--- src/rtl/axi4_lite_7segs_scan.sv ---
// AXI4-Lite slave holding G_NB_DIGITS digit registers and driving one
// time-multiplexed 7-segment bus with active-low digit enables.
module axi4_lite_7segs_scan #(
    parameter int G_AXI4_LITE_ADDR_WIDTH = 8,
    parameter int G_AXI4_LITE_DATA_WIDTH = 32,
    parameter int G_NB_DIGITS            = 8,
    parameter int G_SCAN_DIV             = 1000,
    parameter int G_BLINK_DIV            = 25000000
) (
    input  logic                              clk,
    input  logic                              rst,
    input  logic                              awvalid,
    input  logic [G_AXI4_LITE_ADDR_WIDTH-1:0] awaddr,
    input  logic [2:0]                        awprot,
    output logic                              awready,
    input  logic                              wvalid,
    input  logic [G_AXI4_LITE_DATA_WIDTH-1:0] wdata,
    input  logic [3:0]                        wstrb,
    output logic                              wready,
    output logic                              bvalid,
    input  logic                              bready,
    output logic [1:0]                        bresp,
    input  logic                              arvalid,
    input  logic [G_AXI4_LITE_ADDR_WIDTH-1:0] araddr,
    input  logic [2:0]                        arprot,
    output logic                              arready,
    output logic                              rvalid,
    input  logic                              rready,
    output logic [G_AXI4_LITE_DATA_WIDTH-1:0] rdata,
    output logic [1:0]                        rresp,
    output logic [6:0]                        o_seg,
    output logic                              o_dp,
    output logic [G_NB_DIGITS-1:0]            o_an
);

    localparam int AW      = G_AXI4_LITE_ADDR_WIDTH;
    localparam int N       = G_NB_DIGITS;
    localparam int IDX_W   = (N > 1) ? $clog2(N) : 1;
    localparam int SCAN_W  = $clog2(G_SCAN_DIV);
    localparam int BLINK_W = $clog2(G_BLINK_DIV);

    localparam logic [IDX_W-1:0]   IDX_LAST   = IDX_W'(N - 1);
    localparam logic [SCAN_W-1:0]  SCAN_LAST  = SCAN_W'(G_SCAN_DIV - 1);
    localparam logic [BLINK_W-1:0] BLINK_LAST = BLINK_W'(G_BLINK_DIV - 1);
    localparam logic [16:0]        DIGIT_MASK = 17'h1FF0F;
    localparam logic [1:0]         RESP_OKAY   = 2'b00;
    localparam logic [1:0]         RESP_SLVERR = 2'b10;

    typedef enum logic [2:0] {
        SEL_NONE,
        SEL_CTRL,
        SEL_BLINK,
        SEL_STATUS,
        SEL_DIGIT
    } sel_kind_e;

    typedef struct packed {
        sel_kind_e  kind;
        logic [3:0] idx;
    } sel_t;

    function automatic sel_t decode(input logic [AW-1:0] addr);
        sel_t s;
        s.kind = SEL_NONE;
        s.idx  = addr[5:2];
        if (addr[AW-1:2] == (AW-2)'(0))
            s.kind = SEL_CTRL;
        else if (addr[AW-1:2] == (AW-2)'(1))
            s.kind = SEL_BLINK;
        else if (addr[AW-1:2] == (AW-2)'(2))
            s.kind = SEL_STATUS;
        else if (addr[AW-1:6] == (AW-6)'(1) && {1'b0, addr[5:2]} < 5'(N))
            s.kind = SEL_DIGIT;
        return s;
    endfunction

    function automatic logic [6:0] seg_hex(input logic [3:0] v);
        logic [6:0] s;
        case (v)
            4'h0: s = 7'h40;  4'h1: s = 7'h79;  4'h2: s = 7'h24;  4'h3: s = 7'h30;
            4'h4: s = 7'h19;  4'h5: s = 7'h12;  4'h6: s = 7'h02;  4'h7: s = 7'h78;
            4'h8: s = 7'h00;  4'h9: s = 7'h10;  4'hA: s = 7'h08;  4'hB: s = 7'h03;
            4'hC: s = 7'h46;  4'hD: s = 7'h21;  4'hE: s = 7'h06;  default: s = 7'h0E;
        endcase
        return s;
    endfunction

    logic               en_q, en_d;
    logic [N-1:0]       blink_mask_q, blink_mask_d;
    logic [16:0]        digit_q [N];
    logic [16:0]        digit_d [N];
    logic [IDX_W-1:0]   scan_idx_q, scan_idx_d;
    logic [SCAN_W-1:0]  scan_cnt_q, scan_cnt_d;
    logic [BLINK_W-1:0] blink_cnt_q, blink_cnt_d;
    logic               blink_off_q, blink_off_d;
    logic               bvalid_q, bvalid_d;
    logic [1:0]         bresp_q, bresp_d;
    logic               rvalid_q, rvalid_d;
    logic [1:0]         rresp_q, rresp_d;
    logic [31:0]        rdata_q, rdata_d;
    logic [6:0]         seg_q, seg_d;
    logic               dp_q, dp_d;
    logic [N-1:0]       an_q, an_d;

    logic        wr_acc, rd_acc;
    sel_t        wr_sel, rd_sel;
    logic [31:0] wmask, wr_base, wr_word;
    logic [16:0] cur_digit;
    logic        unused_prot;

    assign unused_prot = ^{awprot, arprot};

    // Ready is combinational so the accept pulse lands in the same cycle as valid.
    assign wr_acc  = awvalid & wvalid & ~bvalid_q;
    assign rd_acc  = arvalid & ~rvalid_q;
    assign wr_sel  = decode(awaddr);
    assign rd_sel  = decode(araddr);
    assign wmask   = {{8{wstrb[3]}}, {8{wstrb[2]}}, {8{wstrb[1]}}, {8{wstrb[0]}}};
    assign cur_digit = digit_q[scan_idx_q];

    // NOTE: every variable gets its default first so no path infers a latch.
    always_comb begin
        en_d         = en_q;
        blink_mask_d = blink_mask_q;
        digit_d      = digit_q;
        scan_idx_d   = scan_idx_q;
        scan_cnt_d   = scan_cnt_q + 1'b1;
        blink_cnt_d  = blink_cnt_q + 1'b1;
        blink_off_d  = blink_off_q;
        bvalid_d     = bvalid_q;
        bresp_d      = bresp_q;
        rvalid_d     = rvalid_q;
        rresp_d      = rresp_q;
        rdata_d      = rdata_q;
        wr_base      = '0;
        seg_d        = 7'h7F;
        dp_d         = 1'b1;
        an_d         = '1;

        if (scan_cnt_q == SCAN_LAST) begin
            scan_cnt_d = '0;
            scan_idx_d = (scan_idx_q == IDX_LAST) ? '0 : scan_idx_q + 1'b1;
        end
        if (blink_cnt_q == BLINK_LAST) begin
            blink_cnt_d = '0;
            blink_off_d = ~blink_off_q;
        end

        case (wr_sel.kind)
            SEL_CTRL:  wr_base = {31'b0, en_q};
            SEL_BLINK: wr_base = 32'(blink_mask_q);
            SEL_DIGIT: wr_base = 32'(digit_q[wr_sel.idx[IDX_W-1:0]]);
            default:   wr_base = '0;
        endcase
        wr_word = (wr_base & ~wmask) | (32'(wdata) & wmask);

        if (wr_acc) begin
            bvalid_d = 1'b1;
            bresp_d  = (wr_sel.kind == SEL_NONE) ? RESP_SLVERR : RESP_OKAY;
            case (wr_sel.kind)
                SEL_CTRL:  en_d = wr_word[0];
                SEL_BLINK: blink_mask_d = wr_word[N-1:0];
                SEL_DIGIT: digit_d[wr_sel.idx[IDX_W-1:0]] = wr_word[16:0] & DIGIT_MASK;
                default:   ;
            endcase
        end else if (bready) begin
            bvalid_d = 1'b0;
        end

        // Read data comes from the pre-edge state, so a same-cycle write is not visible.
        if (rd_acc) begin
            rvalid_d = 1'b1;
            rresp_d  = RESP_OKAY;
            case (rd_sel.kind)
                SEL_CTRL:   rdata_d = {31'b0, en_q};
                SEL_BLINK:  rdata_d = 32'(blink_mask_q);
                SEL_STATUS: rdata_d = {23'b0, blink_off_q, 4'b0, 4'(scan_idx_q)};
                SEL_DIGIT:  rdata_d = 32'(digit_q[rd_sel.idx[IDX_W-1:0]]);
                default: begin
                    rdata_d = '0;
                    rresp_d = RESP_SLVERR;
                end
            endcase
        end else if (rready) begin
            rvalid_d = 1'b0;
        end

        if (en_q) begin
            an_d = ~(N'(1) << scan_idx_q);
            if (!(blink_mask_q[scan_idx_q] && blink_off_q)) begin
                seg_d = cur_digit[16] ? ~cur_digit[14:8] : seg_hex(cur_digit[3:0]);
                dp_d  = ~cur_digit[15];
            end
        end
    end

    // NOTE: sequential state uses non-blocking assignments only.
    always_ff @(posedge clk) begin
        if (rst) begin
            en_q         <= 1'b0;
            blink_mask_q <= '0;
            // NOTE: the digit file is small and must read back 0 after reset, so it is reset.
            for (int k = 0; k < N; k++) digit_q[k] <= '0;
            scan_idx_q   <= '0;
            scan_cnt_q   <= '0;
            blink_cnt_q  <= '0;
            blink_off_q  <= 1'b0;
            bvalid_q     <= 1'b0;
            bresp_q      <= RESP_OKAY;
            rvalid_q     <= 1'b0;
            rresp_q      <= RESP_OKAY;
            rdata_q      <= '0;
            seg_q        <= 7'h7F;
            dp_q         <= 1'b1;
            an_q         <= '1;
        end else begin
            en_q         <= en_d;
            blink_mask_q <= blink_mask_d;
            digit_q      <= digit_d;
            scan_idx_q   <= scan_idx_d;
            scan_cnt_q   <= scan_cnt_d;
            blink_cnt_q  <= blink_cnt_d;
            blink_off_q  <= blink_off_d;
            bvalid_q     <= bvalid_d;
            bresp_q      <= bresp_d;
            rvalid_q     <= rvalid_d;
            rresp_q      <= rresp_d;
            rdata_q      <= rdata_d;
            seg_q        <= seg_d;
            dp_q         <= dp_d;
            an_q         <= an_d;
        end
    end

    assign awready = wr_acc;
    assign wready  = wr_acc;
    assign arready = rd_acc;
    assign bvalid  = bvalid_q;
    assign bresp   = bresp_q;
    assign rvalid  = rvalid_q;
    assign rresp   = rresp_q;
    assign rdata   = G_AXI4_LITE_DATA_WIDTH'(rdata_q);
    assign o_seg   = seg_q;
    assign o_dp    = dp_q;
    assign o_an    = an_q;

endmodule
--- config.mk ---
export PLATFORM = sky130hd
export DESIGN_NAME = axi4_lite_7segs_scan
export DESIGN_NICKNAME = d
export VERILOG_FILES = /design/src/rtl/axi4_lite_7segs_scan.sv
export SDC_FILE = /design/constraint.sdc
export NUM_CORES = 1
export LEC_CHECK = 0
export ABC_AREA = 1
export ABC_CLOCK_PERIOD_IN_PS = 3910
export CORE_MARGIN = 2
export CORE_UTILIZATION = 50
export CTS_BUF_LIST = sky130_fd_sc_hd__clkbuf_16
export CTS_CLUSTER_SIZE = 25
export DETAILED_ROUTE_END_ITERATION = 16
export PLACE_DENSITY = 0.72
export SYNTH_ARGS = -nofsm -noshare
export SYNTH_HDL_FRONTEND = slang
export SYNTH_SLANG_ARGS = --single-unit
--- constraint.sdc ---
create_clock -name clk -period 3.91 [get_ports clk]
set_input_delay 0.782 -clock clk [delete_from_list [all_inputs] [get_ports clk]]
set_output_delay 0.782 -clock clk [all_outputs]
set_load 0.01 [all_outputs]
==> results.txt <==
sw frac: 28.76%
NetSw: 1186 uW
vias in the first global route: 11310
final hold slack: 0.4505 ns
H-tree levels: 4
Worst VDD drop: 0.2112 mV
synthesized area: 0.01144 mm^2
total congestion overflow: 0
Achievable Freq: 337.2 MHz
R2R depth: 14
Final #Nets: 1947
most used flip-flop cell after synthesis: dfxtp_1
largest family of logic cells by synthesized area: simple AND/OR/NAND/NOR gates
antenna violations before repair: 0
fraction of layout cells with a size suffix above 1: 6.809%
final hold vios: 0
CTS clock-pin slew for the worst setup and hold paths: 0.09 ns
Synth area leader: dfxtp_1
sequential share of power: 47.4%
Mapped Cells: 1818
Cell Area, Placed: 0.01236 mm^2
clock sinks: 189
Slew HR: 21.79%
Clk Tree Root Cell: clkbuf_16
detail-routed net length per standard cell: 18.07 um
Fin Clk Skew: 0.01483 ns
Hold Crit Depth: 2
share of flip-flops with an asynchronous set or reset: 0%
Finished Core Util: 57.38%
post-synthesis simple-gate area fraction: 33.63%
CTS buffer count: 17
fillcell total: 2206
die height: 155.3 um
post-synthesis adder-cell area fraction: 1.640%
combinational power share: 10.0%
critical path class: in2out
port bufs: 78
Distinct cells, synth: 43
antenna-violating nets left: 0
vias per inst: 5.722
xor/xnor share of the synthesized area: 0.6890%
Int Power: 2937 uW
die area: 0.02411 mm^2
LEAKAGE: 0.005853 uW
mux share of post-synthesis cell area: 0%
initial detailed-routing violation count: 1582
Mapped Avg Cell Area: 6.293 um^2
first-pass GRT wire length: 60440 um
Worst Setup End Kind: output pin
synth top area cells: dfxtp_1, nand2_1, inv_1
Critical Path RT: 3.13 ns
most frequent cells in the layout: nand2_1, inv_1, nand3_1
outcome: finished clean
Worst setup SP type: input pin
Final min period: 2.966 ns
RSZ-0062 raised after global routing: no
largest net degree at the start of global routing: 98
Initial Utilization: 50.69%
Crit path arrival time: 2.18 ns
fin crit share: 75.85%
power share of the clock group: 42.6%
post-synthesis compound-gate area fraction: 16.35%
GRT Total Usage: 32.28%
worst slew pin tran: 1.173 ns
Setup Buffers After CTS: 0
#FFs+latches synth: 189
register area share after synthesis: 33.07%
gpl congestion: 0.9697
DR vias: 12390
Max-Cap Viols: 0
final WL: 39120 um
max-slew violation count: 0
I/O pin total: 122
TritonCTS clock tree: built
Final TNS setup: 0 ns
Clk Latency, worst-skew pair: 0.45 ns
YS warnings: 0
Worst Path Max Fanout: 2
hold bufs inserted after CTS: 0
Synth top area share: 33.07%
ANT cells: 0
setup violators final: 0
Area growth, synth to finish: 13.21%
Rows: 55
EDFF count, synth: 0
worst min path class: reg2reg
final instance area: 0.01295 mm^2
drt drc: 0
post_cts resized: 0
DP Wirelength: 25040 um
CTS Buffer Depth: 2
Die X: 155.3 um
1st-pass router iterations: 6
most common cell after layout, fill and taps aside: nand2_1
core area: 0.02257 mm^2
pwr/cell area: 318.3 mW/mm^2
cells in the mapped netlist (2+ instances only):
| cell | n |
|---|---|
| nand2_1 | 469 |
| inv_1 | 278 |
| nand3_1 | 208 |
| a21oi_1 | 199 |
| dfxtp_1 | 189 |
| nor2_1 | 107 |
| o21ai_0 | 86 |
| buf_2 | 35 |
| buf_4 | 31 |
| clkbuf_1 | 24 |
| o211ai_1 | 22 |
| nand4_1 | 19 |
| inv_2 | 16 |
| o22ai_1 | 16 |
| ha_1 | 15 |
| nor3_1 | 13 |
| o21a_1 | 10 |
| nand2_2 | 7 |
| nand2_4 | 7 |
| o2111ai_1 | 7 |
| buf_1 | 6 |
| nand3b_2 | 6 |
| nor2_2 | 6 |
| xor2_1 | 5 |
| buf_6 | 4 |
| xnor2_1 | 4 |
| nor2_4 | 3 |
| nor3b_1 | 3 |
| or2_2 | 3 |
| nand3_2 | 2 |
| nand3_4 | 2 |
| nand3b_1 | 2 |
| nor3_4 | 2 |
| o21ai_1 | 2 |
| or2_0 | 2 |
final cells by class:
type	instances	area, um^2	share of cell area, %
clock buffer	17	425.4	3.284
clock inverter	15	165.2	1.275
inverter	294	1104	8.520
multi-input combinational	1251	6048	46.70
sequential	189	3785	29.22
tap	285	356.6	2.753
timing repair buffer	114	1069	8.250
stage by stage:
stage,power (uW),setup slack (ns),std cells
final,4123,0.9442,2165
after global routing,4242,0.9477,2165
after CTS,4122,0.9594,2165
after detailed placement,2394,0.9076,2133
after global placement,2390,0.9103,2133
after floorplan,2249,1.738,1834
sequential cells by signal, indices dropped and copies added (netlist names), 3 cells and up:
name / count
o_seg: 7
blink_mask_q: 8
rdata: 17
o_an: 8
scan_idx_q: 3
blink_cnt_q: 25
scan_cnt_q: 10
digit_q: 104
cell families (layout without fill, tap and decap cells):
| family | count (synthesis) | after routing |
|---|---|---|
| flops | 189 | 189 |
| simple gates | 864 | 864 |
| other cells | 1 | 17 |
| compound gates | 346 | 346 |
| fa+ha+maj | 15 | 15 |
| buf+inv | 394 | 440 |
| xor+xnor | 9 | 9 |
metal layers:
layer	vias to the layer above	wire, um	global-route usage [%]
li1	5888	-	-
met1	5521	15320	41.89
met2	778	16320	50.24
met3	201	5162	7.019
met4	0	2318	17.47
met5	-	0	0
critical path, stage by stage:
cell and delay (ns):
clkdlybuf4s50_1 0.46, inv_1 0.04, nor2_1 0.29, clkdlybuf4s50_1 0.62
worst paths after layout:
| kind | startpoint | endpoint | slack [ns] |
|---|---|---|---|
| min | blink_mask_q[5] | rdata[5] | 0.45 |
| max | arvalid | arready | 0.94 |
| max reg2reg | scan_idx_q[0] | o_seg[3] | 1.15 |
| min reg2reg | blink_mask_q[5] | rdata[5] | 0.45 |
power by group through the flow:
| stage | combinational [uW] | clock (uW) | sequential [uW] |
|---|---|---|---|
| 5_1_grt | 440 | 1850 | 1960 |
| 4_1_cts | 398 | 1770 | 1950 |
| 3_3_place_gp | 392 | 0 | 2000 |
| 3_5_place_dp | 396 | 0 | 2000 |
| 2_1_floorplan | 250 | 0 | 2000 |
| 6_report | 414 | 1760 | 1950 |
Power figures use the tool's default switching activity.
==> edit: new RTL, same flow settings <==
`G_NB_DIGITS`: 8 -> 4.
--- a/src/rtl/axi4_lite_7segs_scan.sv
+++ b/src/rtl/axi4_lite_7segs_scan.sv
@@ -3,7 +3,7 @@
 module axi4_lite_7segs_scan #(
     parameter int G_AXI4_LITE_ADDR_WIDTH = 8,
     parameter int G_AXI4_LITE_DATA_WIDTH = 32,
-    parameter int G_NB_DIGITS            = 8,
+    parameter int G_NB_DIGITS            = 4,
     parameter int G_SCAN_DIV             = 1000,
     parameter int G_BLINK_DIV            = 25000000
 ) (
Interface: changed (resized o_an); port bits go from 122 to 118. The function was not compared with the original's and may differ.
==> edit against the unedited design <==
  * Via count shrank 42%
  * Maximum frequency up 5.9%
  * Combinational power shrank 47%
  * Final area shrank 34%
  * Sequential cell count fell by 65
  * Worst setup slack improved by 0.17 ns
  * Critical path depth unchanged
  * Sequential share of layout area down 0.12 points
  * Highest routed layer unchanged
  * Wire length shrank 48%
  * Final cell count fell by 37%
  * Synthesized area fell by 36%
  * Power fell by 23%
==> edit: results (changes against the unedited design) <==
final setup fails=0 (unchanged); GR Layer Usage met2=0.392 (-0.111); CTS buffer count=17 (unchanged); total track usage=0.259 (-0.0637); status=finished clean; drt first pass iters=6 (unchanged); quantity of I/O buffers inserted on ports=66 (-15%); Slowest cell on crit path=clkdlybuf4s50_1; largest net degree at the start of global routing=44 (-55%); library cells used by synthesis=45 (+4.7%); GRT Max-Usage Layer=met2; met1 GRT Util=0.362 (-0.0571); DRT iter0 DRCs=844 (-47%); top cells by count, synth=nand2_1 (275), inv_1 (159), dfxtp_1 (124); max reg flops=52 (-50%); Synth area leaders=dfxtp_1 (34%), nand2_1 (14%), inv_1 (8.1%); Post-Synthesis Cells=1114 (-39%); GPL Wtd Cong=0.913 (-5.8%); nets@finish=1246 (-36%); WP data arrival=2.02 ns (-0.16 ns); routed via count=7201 (-42%); via/cell ratio=5.28 (-7.7%); Static Leak=3.70 nW (-37%); Max FO, Critical Path=5 (+3); maximum clock path buffer count=2 (unchanged); diodes inserted=0 (unchanged); yosys warns=0 (unchanged); Largest Register=digit_q; worst hold path class=reg2reg; initial antenna violation count=0 (unchanged); post_cts resized=0 (unchanged); final hold violations=0 (unchanged); delay of the slowest cell on the worst path=0.56 ns (-0.06 ns); vias in the first global route=6468 (-43%); post-DP HPWL=14300 um (-43%); # hold bufs at CTS=0 (unchanged); Final Skew=0.0117 ns (-0.00310 ns); Slew Viols, Final=0 (unchanged); DP Worst Slack=0.942 ns (+0.0349 ns); share of cells above drive strength 1=0.0644 (-0.00368); postcts setup bufs=0 (unchanged); maximum vdd drop=0.318 mV (+50%); H-tree depth=4 (unchanged); Post-Place Cells=1333 (-38%); ANT nets after route=0 (unchanged); Max Cap Viol=0 (unchanged); first-pass GRT wire length=32800 um (-46%); clock root buffer=clkbuf_16; register area share after synthesis=0.339 (+0.00809); WL/cell=14.9 um (-17%); Worst-Margin Slew=0.868 ns (-0.305 ns); Placed Area=7920 sq um (-36%); met3 Usage GRT=0.0685 (-0.00173); async set-reset flop share out of synthesis=0 (unchanged); clk_lat worst skew=0.43 ns (-0.02 ns); clock slew at reported path FFs=0.05 ns (-0.04 ns)
==> edit: cell count changes in the layout (fill, tap and decap cells not counted), sizes merged, moves of 44 or more <==
cell | before | now
dfxtp | 189 | 124
nand3 | 212 | 104
o21ai | 88 | 44
inv | 302 | 173
nand2 | 483 | 285
a21oi | 199 | 115
==> edit: worst paths after layout <==
check	from	endpoint	slack (ns)	depth (start not counted)
max reg2reg	scan_idx_q[1]	o_seg[3]	1.42	9
min reg2reg	rdata[2]	rdata[2]	0.46	2
max	wvalid	awready	1.11	4
min	rdata[2]	rdata[2]	0.46	2
==> edit: kinds of logic after synthesis <==
kind of cell             share of synthesized area
AND/OR/NAND/NOR                              0.343
buffers and inverters                        0.148
XOR/XNOR                                   0.00956
flip-flops                                   0.339
adder cells (fa/ha/maj)                     0.0222
other                                     0.000512
AO/OA/AOI/OAI                                0.138
==> edit: critical path: cells and delay by family <==
kind	cells	cell delay, ns
and+or+nand+nor	2	0.23
buffers and inverters	2	1.01
==> edit: layer usage <==
| layer | routed length, um | share of wire |
|---|---|---|
| met4 | 312 | 0.015 |
| met5 | 0 | 0 |
| met3 | 1930 | 0.095 |
| met2 | 8770 | 0.43 |
| met1 | 9330 | 0.46 |
==> edit: final cells by class <==
type | instances | area (sq um)
multi-input cells | 778 | 3830
repair buffers | 73 | 708
clock buffers | 17 | 425
fillers | 1406 | 5890
flip-flops and latches | 124 | 2480
clock inverters | 14 | 185
well taps | 184 | 230
inverters | 174 | 663
==> edit: report_power, final <==
group,total [mW],internal [mW],switching (mW)
logic,0.218,0.0797,0.138
clock network,1.67,1.11,0.565
registers,1.29,1.28,0.0103
